==> src/rtl/cp0_unit.sv <==
// Coprocessor-0 exception/interrupt controller sitting in the M stage.
// Holds SR/Cause/EPC/PRId, raises req, serves MFC0/MTC0 and the ERET target.
module cp0_unit #(
   parameter logic [31:0] PRID_VAL = 32'h2022_0714,
   parameter logic [31:0] HANDLER  = 32'h0000_4180
) (
   input  logic        clk,
   input  logic        rst,
   input  logic [31:0] pc_in,
   input  logic [4:0]  exc_in,
   input  logic        slot_in,
   input  logic        eret_in,
   input  logic        we,
   input  logic [4:0]  addr,
   input  logic [31:0] wdata,
   input  logic [5:0]  hwint,
   output logic [31:0] rdata,
   output logic [31:0] epc_out,
   output logic        req
);

   logic [5:0]  r_im;
   logic        r_exl;
   logic        r_ie;
   logic        r_bd;
   logic [5:0]  r_ip;
   logic [4:0]  r_code;
   logic [29:0] r_epc;

   logic        w_int_req;
   logic        w_exc_req;
   logic        w_req;
   logic [4:0]  w_code;
   logic [29:0] w_epc_next;
   logic [31:0] w_sr;
   logic [31:0] w_cause;
   logic        w_wr_sr;
   logic        w_wr_epc;
   logic        w_unused;

   // HANDLER is consumed by the stage registers, not here.
   assign w_unused = ^{HANDLER, pc_in[1:0]};

   assign w_int_req = r_ie & ~r_exl & |(hwint & r_im);
   assign w_exc_req = ~r_exl & (exc_in != 5'd0);
   assign w_req     = ~rst & (w_int_req | w_exc_req);
   assign req       = w_req;

   assign w_code     = w_int_req ? 5'd0 : exc_in;
   assign w_epc_next = slot_in ? (pc_in[31:2] - 30'd1) : pc_in[31:2];

   assign w_wr_sr  = we & (addr == 5'd12);
   assign w_wr_epc = we & (addr == 5'd14);

   always_ff @(posedge clk) begin
      if (rst) begin
         r_im   <= '0;
         r_exl  <= 1'b0;
         r_ie   <= 1'b0;
         r_bd   <= 1'b0;
         r_ip   <= '0;
         r_code <= '0;
         r_epc  <= '0;
      end else begin
         r_ip <= hwint;
         if (w_req) begin
            // squashed MTC0/ERET in this cycle must not take effect
            r_exl  <= 1'b1;
            r_bd   <= slot_in;
            r_code <= w_code;
            r_epc  <= w_epc_next;
         end else begin
            if (w_wr_sr) begin
               r_im  <= wdata[15:10];
               r_exl <= wdata[1];
               r_ie  <= wdata[0];
            end
            if (w_wr_epc) begin
               r_epc <= wdata[31:2];
            end
            if (eret_in) begin
               r_exl <= 1'b0;
            end
         end
      end
   end

   assign w_sr    = {16'd0, r_im, 8'd0, r_exl, r_ie};
   assign w_cause = {r_bd, 15'd0, r_ip, 3'd0, r_code, 2'b00};
   assign epc_out = {r_epc, 2'b00};

   always_comb begin
      rdata = 32'd0;
      case (addr)
         5'd12:   rdata = w_sr;
         5'd13:   rdata = w_cause;
         5'd14:   rdata = {r_epc, 2'b00};
         5'd15:   rdata = PRID_VAL;
         default: rdata = 32'd0;
      endcase
   end

endmodule

==> config.mk <==
export PLATFORM = sky130hd
export DESIGN_NAME = cp0_unit
export DESIGN_NICKNAME = d
export VERILOG_FILES = /design/src/rtl/cp0_unit.sv
export SDC_FILE = /design/constraint.sdc
export NUM_CORES = 1
export LEC_CHECK = 0
export CORE_MARGIN = 2
export CORE_UTILIZATION = 39
export DETAILED_ROUTE_END_ITERATION = 8
export GPL_TIMING_DRIVEN = 0
export PLACE_DENSITY = 0.78
export SYNTH_ARGS = -nofsm -noshare
export SYNTH_HDL_FRONTEND = slang
export SYNTH_SLANG_ARGS = --single-unit
==> constraint.sdc <==
create_clock -name clk -period 2.7 [get_ports clk]
set_input_delay 0.81 -clock clk [delete_from_list [all_inputs] [get_ports clk]]
set_output_delay 0.81 -clock clk [all_outputs]
set_load 0.01 [all_outputs]
==> metrics.md <==
| Metric | Value |
|---|---|
| Status | finished, violations left |
| Failing checks | setup timing |
| Final worst setup slack | -0.123 ns |
| DRC | 0 |
| Synthesized area | 0.00338 sq mm |
| Clk sinks | 50 |
| Nets | 679 |
| Main area contributors after synthesis | dfxtp_1 30%, and3_1 8.3%, a2111oi_0 7.3% |
| Synth Register Bits | 50 |
| Critical Path Source Type | primary input |
| Vias | 4273 |
| Critical path class | primary input to output pin |
| Initial DRC count | 300 |
| Crit end category | output pin |
| Hold crit path type | register to register |
| Fill count | 735 |
| Main flop type after synthesis | dfxtp_1 |
| Clock H-tree levels | 2 |
| Worst-Margin Slew | 0.683 ns |
| Final Max Slew Viols | 0 |
| Pleak | 2.10 nW |
| Post-synthesis async set-or-reset flop share | 0% |
| Pwr per Cell Area | 353 mW/mm^2 |
| Final HPWL DP | 10.5 mm |
| Dpl ws | -1.39 ns |
| Port-buffer cells | 142 |
| Number of global-route vias before repair | 4115 |
| Post-synthesis cell count | 420 |
| Setup TNS | -0.123 ns |
| Congestion Overflow GR | 0 |
| Final Skew | 0.00820 ns |
| Final Setup Violations | 1 |
| Top-area cell type share of the netlist area | 29.7% |
| Area growth syn-to-layout | 59.4% |
| Peak VDD IR | 205 uV |
| Final cell count without fillers | 699 |
| CP Data Arrival Time | 2.01 ns |
| Synth cell types | 54 |
| Min Tclk post-route | 2.82 ns |
| Cts hold-fix bufs | 0 |
| First drt pass iteration count | 5 |
| Total core area | 0.00830 sq mm |
| CP required | 1.89 ns |
| Clock Tree Buf Depth | 2 |
| Final ANT Viol Nets | 0 |
| RSZ-0062 raised after global routing | yes |
| Die Wd | 97.0 um |
| Drt total wl | 14.3 mm |
| CTS tree | built |
| Reg clk slew, reported paths | 0.09 ns |
| Cell taking the most area after synthesis | dfxtp_1 |
| Post-Place Cells | 668 |
| MaxCap Viol Count | 0 |
| Max Freq | 0.354 GHz |
| Clock Tree Root | clkbuf_8 |
| Slew headroom | 54.4% |
| Final period utilization | 105% |
| Gpl congestion | 0.992 |
| I/O pins | 150 |
| Final count of hold timing violations | 0 |
| Clk_lat worst skew | 0.32 ns |
| Die area | 0.00942 sq mm |
| CTS Buf Count | 5 |
| N_diodes | 0 |
| Row count | 33 |
| Number of synthesized flops with an enable pin | 0 |
| Global-route wire length before repair | 21.7 mm |
| Avg Cell Area, Syn | 8.04 sq um |
| CP Max Fanout | 2 |
| FF/Latch Area | 0.00100 sq mm |
| GRT Overall Usage | 28.3% |
| Initial antenna violation count | 0 |
| Area of the multi-input gates | 0.00235 sq mm |
| Largest net degree at the start of global routing | 15 |
| Initial Util | 40.7% |
| Yosys warns | 0 |
| Routed WL per cell | 20.4 um |
| Sequential area share after synthesis | 29.7% |
| Die height | 97.0 um |
| Layout cells sized above 1 | 19.2% |
| Avg Vias per Cell | 6.11 |
## layout make-up
cell class	count	area share, %
Clock buffer	7	1.60
Tap cell	105	2.44
Buffer	40	5.07
Timing Repair Buffer	167	28.1
Multi-Input combinational cell	323	43.7
Inverter	6	0.419
Clock inverter	1	0.0930
Sequential cell	50	18.6
## cells in the mapped netlist (3+ instances only)
cell type,count
dfxtp_1,50
and3_1,45
clkbuf_1,35
nor2_1,35
a2111oi_0,28
nand2_1,23
a211oi_1,15
nand3_1,15
a21oi_1,14
a311oi_1,14
mux2i_1,12
nand4_1,11
or4_1,11
nor2b_1,10
o31ai_1,10
nor3_1,8
xor2_1,8
a22oi_1,7
or3_1,7
o21ai_0,6
inv_1,5
xnor2_1,5
buf_2,4
and3b_1,3
nor4_1,3
o41ai_1,3
## metrics by stage
stage / area (sq um) / util (%) / power [W] / hold slack, ns
floorplan: 3380 / - / 0.00106 / 0.440
global placement: 4930 / 59.5 / 0.00137 / 0.451
finish: 5380 / 64.8 / 0.00190 / 0.477
global route: 5380 / 64.8 / 0.00196 / 0.497
CTS: 5230 / 63.0 / 0.00186 / 0.474
detailed placement: 4930 / 59.5 / 0.00138 / 0.460
## power breakdown
part	switching, W	leakage, nW	total [W]	internal, W
Sequential	0.0000501	0.414	0.000843	0.000793
Combinational	0.000286	1.64	0.000589	0.000303
Clock	0.000258	0.0482	0.000465	0.000207
Total	0.000594	2.10	0.00190	0.00130
## what timing repair did
action | CTS | global route
pin swaps | 14 | 9
cloned | 1 | 1
resized for setup | 183 | 40
endpoints found under the setup margin | 61 | 50
buffers inserted | 13 | 10
## routing by layer
metal,vias to the layer above,global-route usage [%],wire length [um]
met5,-,0,0
met4,0,10.1,545
met3,51,4.55,983
met2,227,49.0,6910
met1,2018,35.6,5820
li1,1977,-,-
## worst max-delay path, cell delays in order
cell	delay [ns]
buf_6	0.09
or4_4	0.54
o21a_4	0.23
nor2_4	0.12
nor2_2	0.06
buf_2	0.16
## cell families after synthesis
family                   count (synthesis)  share of synthesized area (%)
adder cells (fa/ha/maj)                  1                          0.371
AND/OR/NAND/NOR                        186                           32.2
other                                    1                          0.111
multiplexers                            12                           3.56
buffers and inverters                   48                           5.93
AO/OA/AOI/OAI                          109                           24.8
flip-flops                              50                           29.7
XOR/XNOR                                13                           3.37
## registers in the layout, indices dropped and copies added, names as in the netlist
register and cells:
r_epc 30, r_im 6, r_ip 6, r_code 5, r_bd 1, r_exl 1, r_ie 1
## worst paths after layout
| check | start | to | cells after the start | slack, ns |
|---|---|---|---|---|
| max | exc_in[1] | req | 6 | -0.12 |
| min | r_code[2] | r_code[2] | 2 | 0.48 |
| max reg2reg | r_exl | r_epc[20] | 6 | 0.46 |
| min reg2reg | r_code[2] | r_code[2] | 2 | 0.48 |
## cells in the final DEF, fill, tap and decap left out, types with 7 or more instances in the layout
cell type	synthesis	final
clkdlybuf4s50_1	0	94
dfxtp_1	50	50
and3_1	45	39
nor2_1	35	30
buf_4	2	27
clkbuf_1	35	24
a2111oi_0	28	22
nand2_1	23	20
buf_2	4	19
a211oi_1	15	15
nand3_1	15	15
dlygate4sd2_1	0	15
a21oi_1	14	14
mux2i_1	12	12
a311oi_1	14	12
nand4_1	11	11
clkbuf_8	0	10
o31ai_1	10	10
or4_1	11	10
buf_6	1	9
nor2b_1	10	8
xor2_1	8	8
nor3_1	8	7
or3_1	7	7
No activity file was read; power rests on OpenSTA's default activity.
